==> src/rtl/uart_alu_pkg.sv <==
// ----------------------------------------------------------------------------
// uart_alu_pkg : shared type codes, ALU funct codes, FSM state types
// Rev 1.0
// ----------------------------------------------------------------------------
`default_nettype none

package uart_alu_pkg;

   localparam int DATA_W = 8;

   localparam logic [7:0] TYPE_A  = 8'h08;
   localparam logic [7:0] TYPE_B  = 8'h10;
   localparam logic [7:0] TYPE_OP = 8'h20;

   localparam logic [5:0] FN_ADD = 6'h20;
   localparam logic [5:0] FN_SUB = 6'h22;
   localparam logic [5:0] FN_AND = 6'h24;
   localparam logic [5:0] FN_OR  = 6'h25;
   localparam logic [5:0] FN_XOR = 6'h26;
   localparam logic [5:0] FN_NOR = 6'h27;
   localparam logic [5:0] FN_SRA = 6'h03;
   localparam logic [5:0] FN_SRL = 6'h02;

   typedef enum logic [1:0] {
      S_IDLE  = 2'd0,
      S_START = 2'd1,
      S_DATA  = 2'd2,
      S_STOP  = 2'd3
   } uart_state_t;

   typedef enum logic {
      W_TYPE  = 1'b0,
      W_VALUE = 1'b1
   } if_state_t;

   typedef enum logic [1:0] {
      K_A  = 2'd0,
      K_B  = 2'd1,
      K_OP = 2'd2
   } load_kind_t;

   // Rounded clocks-per-tick divider.
   function automatic int baud_div(input int clk_freq, input int baud, input int os);
      return (clk_freq + (baud * os) / 2) / (baud * os);
   endfunction

endpackage

`default_nettype wire

==> src/rtl/alu.sv <==
// ----------------------------------------------------------------------------
// alu : combinational ALU on MIPS funct codes, results wrap, unknown -> 0
// Rev 1.0
// ----------------------------------------------------------------------------
`default_nettype none

module alu
   import uart_alu_pkg::*;
#(
   parameter int DATA_W = 8
) (
   input  logic [DATA_W-1:0] a,
   input  logic [DATA_W-1:0] b,
   input  logic [5:0]        op,
   output logic [DATA_W-1:0] y
);

   always_comb begin
      y = '0;
      case (op)
         FN_ADD:  y = a + b;
         FN_SUB:  y = a - b;
         FN_AND:  y = a & b;
         FN_OR:   y = a | b;
         FN_XOR:  y = a ^ b;
         FN_NOR:  y = ~(a | b);
         FN_SRA:  y = $signed(a) >>> b;
         FN_SRL:  y = a >> b;
         default: y = '0;
      endcase
   end

endmodule

`default_nettype wire

==> src/rtl/baud_gen.sv <==
// ----------------------------------------------------------------------------
// baud_gen : free-running divider, one-clk tick every DIV clocks
// Rev 1.0
// ----------------------------------------------------------------------------
`default_nettype none

module baud_gen #(
   parameter int DIV = 326
) (
   input  logic clk,
   input  logic rst_n,
   output logic tick
);

   localparam int CW = (DIV > 1) ? $clog2(DIV) : 1;
   localparam logic [CW-1:0] LAST = CW'(DIV - 1);

   logic [CW-1:0] count;

   always_ff @(posedge clk) begin
      if (!rst_n) begin
         count <= '0;
         tick  <= 1'b0;
      end else if (count == LAST) begin
         count <= '0;
         tick  <= 1'b1;
      end else begin
         count <= count + CW'(1);
         tick  <= 1'b0;
      end
   end

endmodule

`default_nettype wire

==> src/rtl/uart_rx.sv <==
// ----------------------------------------------------------------------------
// uart_rx : 8N1 receiver, 2-flop synchronizer, mid-bit sampling on baud ticks
// Rev 1.0
// ----------------------------------------------------------------------------
`default_nettype none

module uart_rx
   import uart_alu_pkg::*;
#(
   parameter int DATA_W       = 8,
   parameter int OVERSAMPLING = 16
) (
   input  logic              clk,
   input  logic              rst_n,
   input  logic              tick,
   input  logic              rx,
   output logic              done,
   output logic [DATA_W-1:0] data
);

   localparam int TW = $clog2(OVERSAMPLING);
   localparam int BW = (DATA_W > 1) ? $clog2(DATA_W) : 1;
   localparam logic [TW-1:0] HALF_TICK = TW'(OVERSAMPLING / 2 - 1);
   localparam logic [TW-1:0] LAST_TICK = TW'(OVERSAMPLING - 1);
   localparam logic [BW-1:0] LAST_BIT  = BW'(DATA_W - 1);

   logic              rx_meta, rx_sync;
   uart_state_t       state, state_nx;
   logic [TW-1:0]     tcnt, tcnt_nx;
   logic [BW-1:0]     bcnt, bcnt_nx;
   logic [DATA_W-1:0] shreg, shreg_nx;
   logic              done_nx;

   always_ff @(posedge clk) begin
      if (!rst_n) begin
         rx_meta <= 1'b1;
         rx_sync <= 1'b1;
         state   <= S_IDLE;
         tcnt    <= '0;
         bcnt    <= '0;
         shreg   <= '0;
         done    <= 1'b0;
      end else begin
         rx_meta <= rx;
         rx_sync <= rx_meta;
         state   <= state_nx;
         tcnt    <= tcnt_nx;
         bcnt    <= bcnt_nx;
         shreg   <= shreg_nx;
         done    <= done_nx;
      end
   end

   always_comb begin
      state_nx = state;
      tcnt_nx  = tcnt;
      bcnt_nx  = bcnt;
      shreg_nx = shreg;
      done_nx  = 1'b0;
      case (state)
         S_IDLE: begin
            if (!rx_sync) begin
               tcnt_nx  = '0;
               state_nx = S_START;
            end
         end
         S_START: begin
            // Half-bit recheck rejects short low glitches.
            if (tick) begin
               if (tcnt == HALF_TICK) begin
                  tcnt_nx  = '0;
                  bcnt_nx  = '0;
                  state_nx = rx_sync ? S_IDLE : S_DATA;
               end else begin
                  tcnt_nx = tcnt + TW'(1);
               end
            end
         end
         S_DATA: begin
            if (tick) begin
               if (tcnt == LAST_TICK) begin
                  tcnt_nx  = '0;
                  shreg_nx = {rx_sync, shreg[DATA_W-1:1]};
                  if (bcnt == LAST_BIT) begin
                     state_nx = S_STOP;
                  end else begin
                     bcnt_nx = bcnt + BW'(1);
                  end
               end else begin
                  tcnt_nx = tcnt + TW'(1);
               end
            end
         end
         S_STOP: begin
            if (tick) begin
               if (tcnt == LAST_TICK) begin
                  tcnt_nx  = '0;
                  done_nx  = rx_sync;
                  state_nx = S_IDLE;
               end else begin
                  tcnt_nx = tcnt + TW'(1);
               end
            end
         end
         default: state_nx = S_IDLE;
      endcase
   end

   assign data = shreg;

endmodule

`default_nettype wire

==> src/rtl/uart_tx.sv <==
// ----------------------------------------------------------------------------
// uart_tx : 8N1 transmitter, 16 ticks per bit, registered line output
// Rev 1.0
// ----------------------------------------------------------------------------
`default_nettype none

module uart_tx
   import uart_alu_pkg::*;
#(
   parameter int DATA_W       = 8,
   parameter int OVERSAMPLING = 16
) (
   input  logic              clk,
   input  logic              rst_n,
   input  logic              tick,
   input  logic              start,
   input  logic [DATA_W-1:0] din,
   output logic              tx,
   output logic              done
);

   localparam int TW = $clog2(OVERSAMPLING);
   localparam int BW = (DATA_W > 1) ? $clog2(DATA_W) : 1;
   localparam logic [TW-1:0] LAST_TICK = TW'(OVERSAMPLING - 1);
   localparam logic [BW-1:0] LAST_BIT  = BW'(DATA_W - 1);

   uart_state_t       state, state_nx;
   logic [TW-1:0]     tcnt, tcnt_nx;
   logic [BW-1:0]     bcnt, bcnt_nx;
   logic [DATA_W-1:0] shreg, shreg_nx;
   logic              tx_nx, done_nx;

   always_ff @(posedge clk) begin
      if (!rst_n) begin
         state <= S_IDLE;
         tcnt  <= '0;
         bcnt  <= '0;
         shreg <= '0;
         tx    <= 1'b1;
         done  <= 1'b0;
      end else begin
         state <= state_nx;
         tcnt  <= tcnt_nx;
         bcnt  <= bcnt_nx;
         shreg <= shreg_nx;
         tx    <= tx_nx;
         done  <= done_nx;
      end
   end

   always_comb begin
      state_nx = state;
      tcnt_nx  = tcnt;
      bcnt_nx  = bcnt;
      shreg_nx = shreg;
      done_nx  = 1'b0;
      tx_nx    = 1'b1;
      case (state)
         S_IDLE: begin
            if (start) begin
               shreg_nx = din;
               tcnt_nx  = '0;
               bcnt_nx  = '0;
               state_nx = S_START;
            end
         end
         S_START: begin
            if (tick) begin
               if (tcnt == LAST_TICK) begin
                  tcnt_nx  = '0;
                  state_nx = S_DATA;
               end else begin
                  tcnt_nx = tcnt + TW'(1);
               end
            end
         end
         S_DATA: begin
            if (tick) begin
               if (tcnt == LAST_TICK) begin
                  tcnt_nx  = '0;
                  shreg_nx = shreg >> 1;
                  if (bcnt == LAST_BIT) begin
                     state_nx = S_STOP;
                  end else begin
                     bcnt_nx = bcnt + BW'(1);
                  end
               end else begin
                  tcnt_nx = tcnt + TW'(1);
               end
            end
         end
         S_STOP: begin
            if (tick) begin
               if (tcnt == LAST_TICK) begin
                  tcnt_nx  = '0;
                  done_nx  = 1'b1;
                  state_nx = S_IDLE;
               end else begin
                  tcnt_nx = tcnt + TW'(1);
               end
            end
         end
         default: state_nx = S_IDLE;
      endcase
      // Line level follows the state being entered so it is glitch-free.
      case (state_nx)
         S_START: tx_nx = 1'b0;
         S_DATA:  tx_nx = shreg_nx[0];
         default: tx_nx = 1'b1;
      endcase
   end

endmodule

`default_nettype wire

==> src/rtl/uart_alu_top.sv <==
// ----------------------------------------------------------------------------
// uart_alu_top : serial-controlled ALU, (type,value) byte pairs in, result out
// Rev 1.0
// ----------------------------------------------------------------------------
`default_nettype none

module uart_alu_top
   import uart_alu_pkg::*;
#(
   parameter int CLK_FREQ     = 100_000_000,
   parameter int BAUD_RATE    = 19200,
   parameter int OVERSAMPLING = 16,
   parameter int DATA_W       = 8
) (
   input  logic clk,
   input  logic i_rst_n,
   input  logic i_rx,
   output logic o_tx
);

   localparam int BAUD_DIV = baud_div(CLK_FREQ, BAUD_RATE, OVERSAMPLING);

   logic              tick;
   logic              rx_done;
   logic [DATA_W-1:0] rx_data;
   logic              tx_start, tx_go, tx_busy, tx_done;
   logic [DATA_W-1:0] operand_a, operand_b, result;
   logic [5:0]        opcode;
   if_state_t         if_state, if_state_nx;
   load_kind_t        kind, kind_nx;

   baud_gen #(
      .DIV (BAUD_DIV)
   ) u_baud (
      .clk   (clk),
      .rst_n (i_rst_n),
      .tick  (tick)
   );

   uart_rx #(
      .DATA_W       (DATA_W),
      .OVERSAMPLING (OVERSAMPLING)
   ) u_rx (
      .clk   (clk),
      .rst_n (i_rst_n),
      .tick  (tick),
      .rx    (i_rx),
      .done  (rx_done),
      .data  (rx_data)
   );

   alu #(
      .DATA_W (DATA_W)
   ) u_alu (
      .a  (operand_a),
      .b  (operand_b),
      .op (opcode),
      .y  (result)
   );

   // Requests arriving while a frame is in flight are dropped.
   assign tx_go = tx_start & ~tx_busy;

   uart_tx #(
      .DATA_W       (DATA_W),
      .OVERSAMPLING (OVERSAMPLING)
   ) u_tx (
      .clk   (clk),
      .rst_n (i_rst_n),
      .tick  (tick),
      .start (tx_go),
      .din   (result),
      .tx    (o_tx),
      .done  (tx_done)
   );

   always_comb begin
      if_state_nx = if_state;
      kind_nx     = kind;
      case (if_state)
         W_TYPE: begin
            if (rx_done) begin
               if (rx_data == TYPE_A) begin
                  kind_nx     = K_A;
                  if_state_nx = W_VALUE;
               end else if (rx_data == TYPE_B) begin
                  kind_nx     = K_B;
                  if_state_nx = W_VALUE;
               end else if (rx_data == TYPE_OP) begin
                  kind_nx     = K_OP;
                  if_state_nx = W_VALUE;
               end
            end
         end
         W_VALUE: begin
            if (rx_done) begin
               if_state_nx = W_TYPE;
            end
         end
         default: if_state_nx = W_TYPE;
      endcase
   end

   always_ff @(posedge clk) begin
      if (!i_rst_n) begin
         if_state  <= W_TYPE;
         kind      <= K_A;
         operand_a <= '0;
         operand_b <= '0;
         opcode    <= '0;
         tx_start  <= 1'b0;
         tx_busy   <= 1'b0;
      end else begin
         if_state <= if_state_nx;
         kind     <= kind_nx;
         // Delayed one clk so the ALU already sees the new opcode.
         tx_start <= 1'b0;
         if (if_state == W_VALUE && rx_done) begin
            case (kind)
               K_A:  operand_a <= rx_data;
               K_B:  operand_b <= rx_data;
               K_OP: begin
                  opcode   <= rx_data[5:0];
                  tx_start <= 1'b1;
               end
               default: ;
            endcase
         end
         if (tx_go) begin
            tx_busy <= 1'b1;
         end else if (tx_done) begin
            tx_busy <= 1'b0;
         end
      end
   end

endmodule

`default_nettype wire

==> config.mk <==
export PLATFORM = sky130hd
export DESIGN_NAME = uart_alu_top
export DESIGN_NICKNAME = d
export VERILOG_FILES = /design/src/rtl/uart_alu_pkg.sv /design/src/rtl/alu.sv /design/src/rtl/baud_gen.sv /design/src/rtl/uart_rx.sv /design/src/rtl/uart_tx.sv /design/src/rtl/uart_alu_top.sv
export SDC_FILE = /design/constraint.sdc
export NUM_CORES = 1
export LEC_CHECK = 0
export ABC_AREA = 1
export CELL_PAD_IN_SITES_DETAIL_PLACEMENT = 1
export CELL_PAD_IN_SITES_GLOBAL_PLACEMENT = 2
export CORE_MARGIN = 2
export CORE_UTILIZATION = 35
export DETAILED_ROUTE_END_ITERATION = 8
export PLACE_DENSITY_LB_ADDON = 0.05
export SKIP_LAST_GASP = 1
export SLEW_MARGIN = 20
export SYNTH_ARGS = -nofsm -noshare
export SYNTH_HDL_FRONTEND = slang
export SYNTH_SLANG_ARGS = --single-unit
export TNS_END_PERCENT = 10
==> constraint.sdc <==
create_clock -name clk -period 2.59 [get_ports clk]
set_input_delay 0.518 -clock clk [delete_from_list [all_inputs] [get_ports clk]]
set_output_delay 0.518 -clock clk [all_outputs]
set_load 0.02 [all_outputs]
==> impl_results.md <==
* Status: completed
* Count of input and output buffers at 3
* CTS sink cnt at 76
* Final HPWL from detailed placement at 10800 um
* Routed vias at 4514
* Final setup fails at 0
* Root buf cell: clkbuf_16
* Synth Cell Area at 4690 sq um
* Hold WS at 0.421 ns
* Hold path start: u_rx.rx_meta
* Final setup margin at 0.184 ns
* Post-place setup slack at 0.0311 ns
* Synthesis warning total at 0
* Tcrit/Tclk final at 92.9%
* Slew Viols, Final at 0
* Initial core utilization at 35.7%
* Leakage power at 0.00226 uW
* Post-synth top area share at 32.4%
* Die area at 14300 sq um
* Final wirelength at 14000 um
* Max Buffers Root-to-Sink at 2
* Crit start category: flip-flop
* Seq/Total Area, Yosys at 32.4%
* Depth of the most critical reg-to-reg path at 14
* Filler cells at 1691
* DRC at 0
* Placed cells at 857
* Min Tclk post-route at 2.41 ns
* Critical Path Sink Type: flip-flop
* Fmax at 0.416 GHz
* Antenna cells at 0
* Gpl congestion at 0.865
* CP max stage cell: dfxtp_1
* Crit path kind: reg2reg
* Crit path DAT at 2.64 ns
* Final cell count without fillers at 875
* Max-Cap Viols at 0
* Crit path required time at 2.83 ns
* Cell taking the most area after synthesis: dfxtp_1
* Avg Inst Size Synth at 6.98 sq um
* Flops & latches, synth at 76
* Hold WC Path Type: reg2reg
* Antenna violations before repair at 0
* Clock latency on the worst-skew pair at 0.34 ns
* Cell count after synthesis at 672
* Vias in the first global route at 4608
* Total CTS buffers at 9
* Reg2reg start: opcode[5]
* Layout Nets at 730
* Critical Path Source: opcode[5]
* CP Buf/Inv Count at 1
* CP Cell Sequence: inv_1, nor2_4, nand3b_4, nand2_1, xor2_2, ha_4, a21o_1, o21bai_1, xnor2_1, nor2_1, nor2_2, nand2_1, a21oi_1, nor2_1
* Via density at 5.16
* Core ar. at 13100 sq um
* Synth area leaders: dfxtp_1, nand2_1, ha_1
* Initial drt markers at 222
* First-pass GRT wire length at 23200 um
* Peak VDD IR at 0.266 mV
* Die W at 120 um
* GR Util All Layers at 20.7%
* Synth-to-layout area growth at 13.5%
* Clock transition at path regs at 0.06 ns
* Clk_skew at 0.00606 ns
* DRT antenna net count at 0
* # H-tree levels at 3
* Top Ports at 4
* Instance count on the critical path at 14
* FP Rows at 42
* Slew @ Worst Pin at 0.481 ns
* RSZ-0062 raised after global routing: yes
* Worst path max stage delay at 0.30 ns
* CTS tree: done
* Power per Cell Area at 454 nW/um^2
* Total grt overflow at 0
* Final Hold Viols at 0
* Drt pass-1 iters at 4
* Top fanout value on the critical path at 8
* Cts hold-fix bufs at 0
* Layout cells sized above 1 at 11.7%
* Chip height at 120 um
* Wirelength per Cell at 16.0 um
* Pin count of the biggest net entering global routing at 43
* Synthesized net count at 708
* Synth unique cells at 51
* Crit-path leading delay family: simple AND/OR/NAND/NOR gates
* Slew HR at 67.7%
* Hold Path Depth at 1
[per-layer routing]
metal	share of wire (%)	global-route usage [%]	vias up	routed length (um)
met2	47	34.5	49	6550
met5	0	0	-	0
met1	48	27.0	2149	6790
li1	-	-	2296	-
met3	2.9	3.71	20	404
met4	1.9	6.84	0	268
[cell usage in the layout, fill, tap and decap left out, types with 4 or more instances in the layout]
master	count
dfxtp_1	76
nor3_2	4
inv_1	74
o21ai_1	4
a21oi_1	61
nor3b_1	5
nand4_1	14
xor2_1	9
nor2_2	13
o211ai_1	8
ha_1	30
buf_4	19
clkinv_1	4
nand2_2	5
o21ai_0	62
inv_2	8
clkbuf_16	9
nand3_1	37
nor3_1	8
a21oi_2	5
nor2_1	62
nand2_1	129
[worst paths after layout]
path / to / slack [ns]
max reg2reg: u_tx.shreg[4] / 0.18
min reg2reg: u_rx.rx_sync / 0.42
min: u_rx.rx_sync / 0.42
max: u_tx.shreg[4] / 0.18
[state kept, by name (all words and copies together) (netlist names), named ones only]
name,count
tx_busy,1
u_tx.done,1
u_baud.count,9
u_rx.done,1
u_baud.tick,1
u_rx.rx_meta,1
u_rx.rx_sync,1
u_rx.bcnt,3
opcode,6
operand_a,8
u_tx.shreg,8
u_tx.tcnt,4
u_tx.state,2
u_rx.state,1
u_tx.tx,1
kind,2
u_rx.data,8
u_rx.tcnt,4
tx_start,1
operand_b,8
if_state,1
u_tx.bcnt,3
[cell usage after synthesis, drive strengths merged]
cell and count:
a211oi 2, a21o 2, a21oi 66, a22oi 1, a311oi 1, a31oi 2
and3 1, buf 5, clkbuf 6, clkinv 5, dfxtp 76, fa 1
ha 32, inv 82, nand2 134, nand2b 1, nand3 40, nand3b 3
nand4 14, nor2 78, nor3 12, nor3b 5, nor4 2, o2111ai 2
o211a 2, o211ai 8, o21a 3, o21ai 66, o21bai 1, o221ai 1
o22ai 3, o41ai 1, or2 3, xnor2 1, xor2 10
[power breakdown]
group          total [uW]  switching (uW)  leakage (uW)  internal, uW
clock network        1140             489      0.000127           647
registers            1190            9.31      0.000613          1180
logic                92.7            66.6       0.00152          26.1
total                2420             565       0.00226          1850
[metrics by stage]
stage | power, uW | setup TNS (ns) | area [sq um] | utilization, %
4_1_cts | 2470 | 0 | 5280 | 40.2
6_report | 2420 | 0 | 5320 | 40.5
2_1_floorplan | 1280 | 0 | 4690 | -
3_3_place_gp | 1300 | 0 | 5010 | 38.2
3_5_place_dp | 1310 | 0 | 5010 | 38.2
5_1_grt | 2530 | -0.0433 | 5320 | 40.5
[final cells by class]
cell class	instances	area [sq um]	area share (%)
Clock buffer	12	236	4.44
Clock inverter	4	26.3	0.494
Inverter	87	328	6.16
Multi-Input combinational cell	498	2820	52.9
Sequential cell	76	1520	28.6
Tap cell	176	220	4.14
Timing Repair Buffer	22	173	3.24
[cell families (layout without fill, tap and decap cells)]
family                   count (synthesis)  count (layout)  share of synthesized area (%)
AND/OR/NAND/NOR                        293             293                           29.1
AO/OA/AOI/OAI                          161             161                           19.2
flip-flops                              76              76                           32.4
adder cells (fa/ha/maj)                 33              33                           8.96
buffers and inverters                   98             125                           8.16
XOR/XNOR                                11              11                           2.05
[worst register-to-register path, stage by stage (launching register included)]
cell and delay, ns:
dfxtp_1 0.30, inv_1 0.08, nor2_4 0.16, nand3b_4 0.16, nand2_1 0.14, xor2_2 0.18, ha_4 0.24, a21o_1 0.19
o21bai_1 0.17, xnor2_1 0.20, nor2_1 0.07, nor2_2 0.16, nand2_1 0.08, a21oi_1 0.13, nor2_1 0.05
[what timing repair did]
action                     CTS  global route
setup endpoints to repair    0             5
buffers inserted             0             2
resized for setup            0             9
hold endpoints to repair     0             0
No activity file was read; power rests on OpenSTA's default activity.
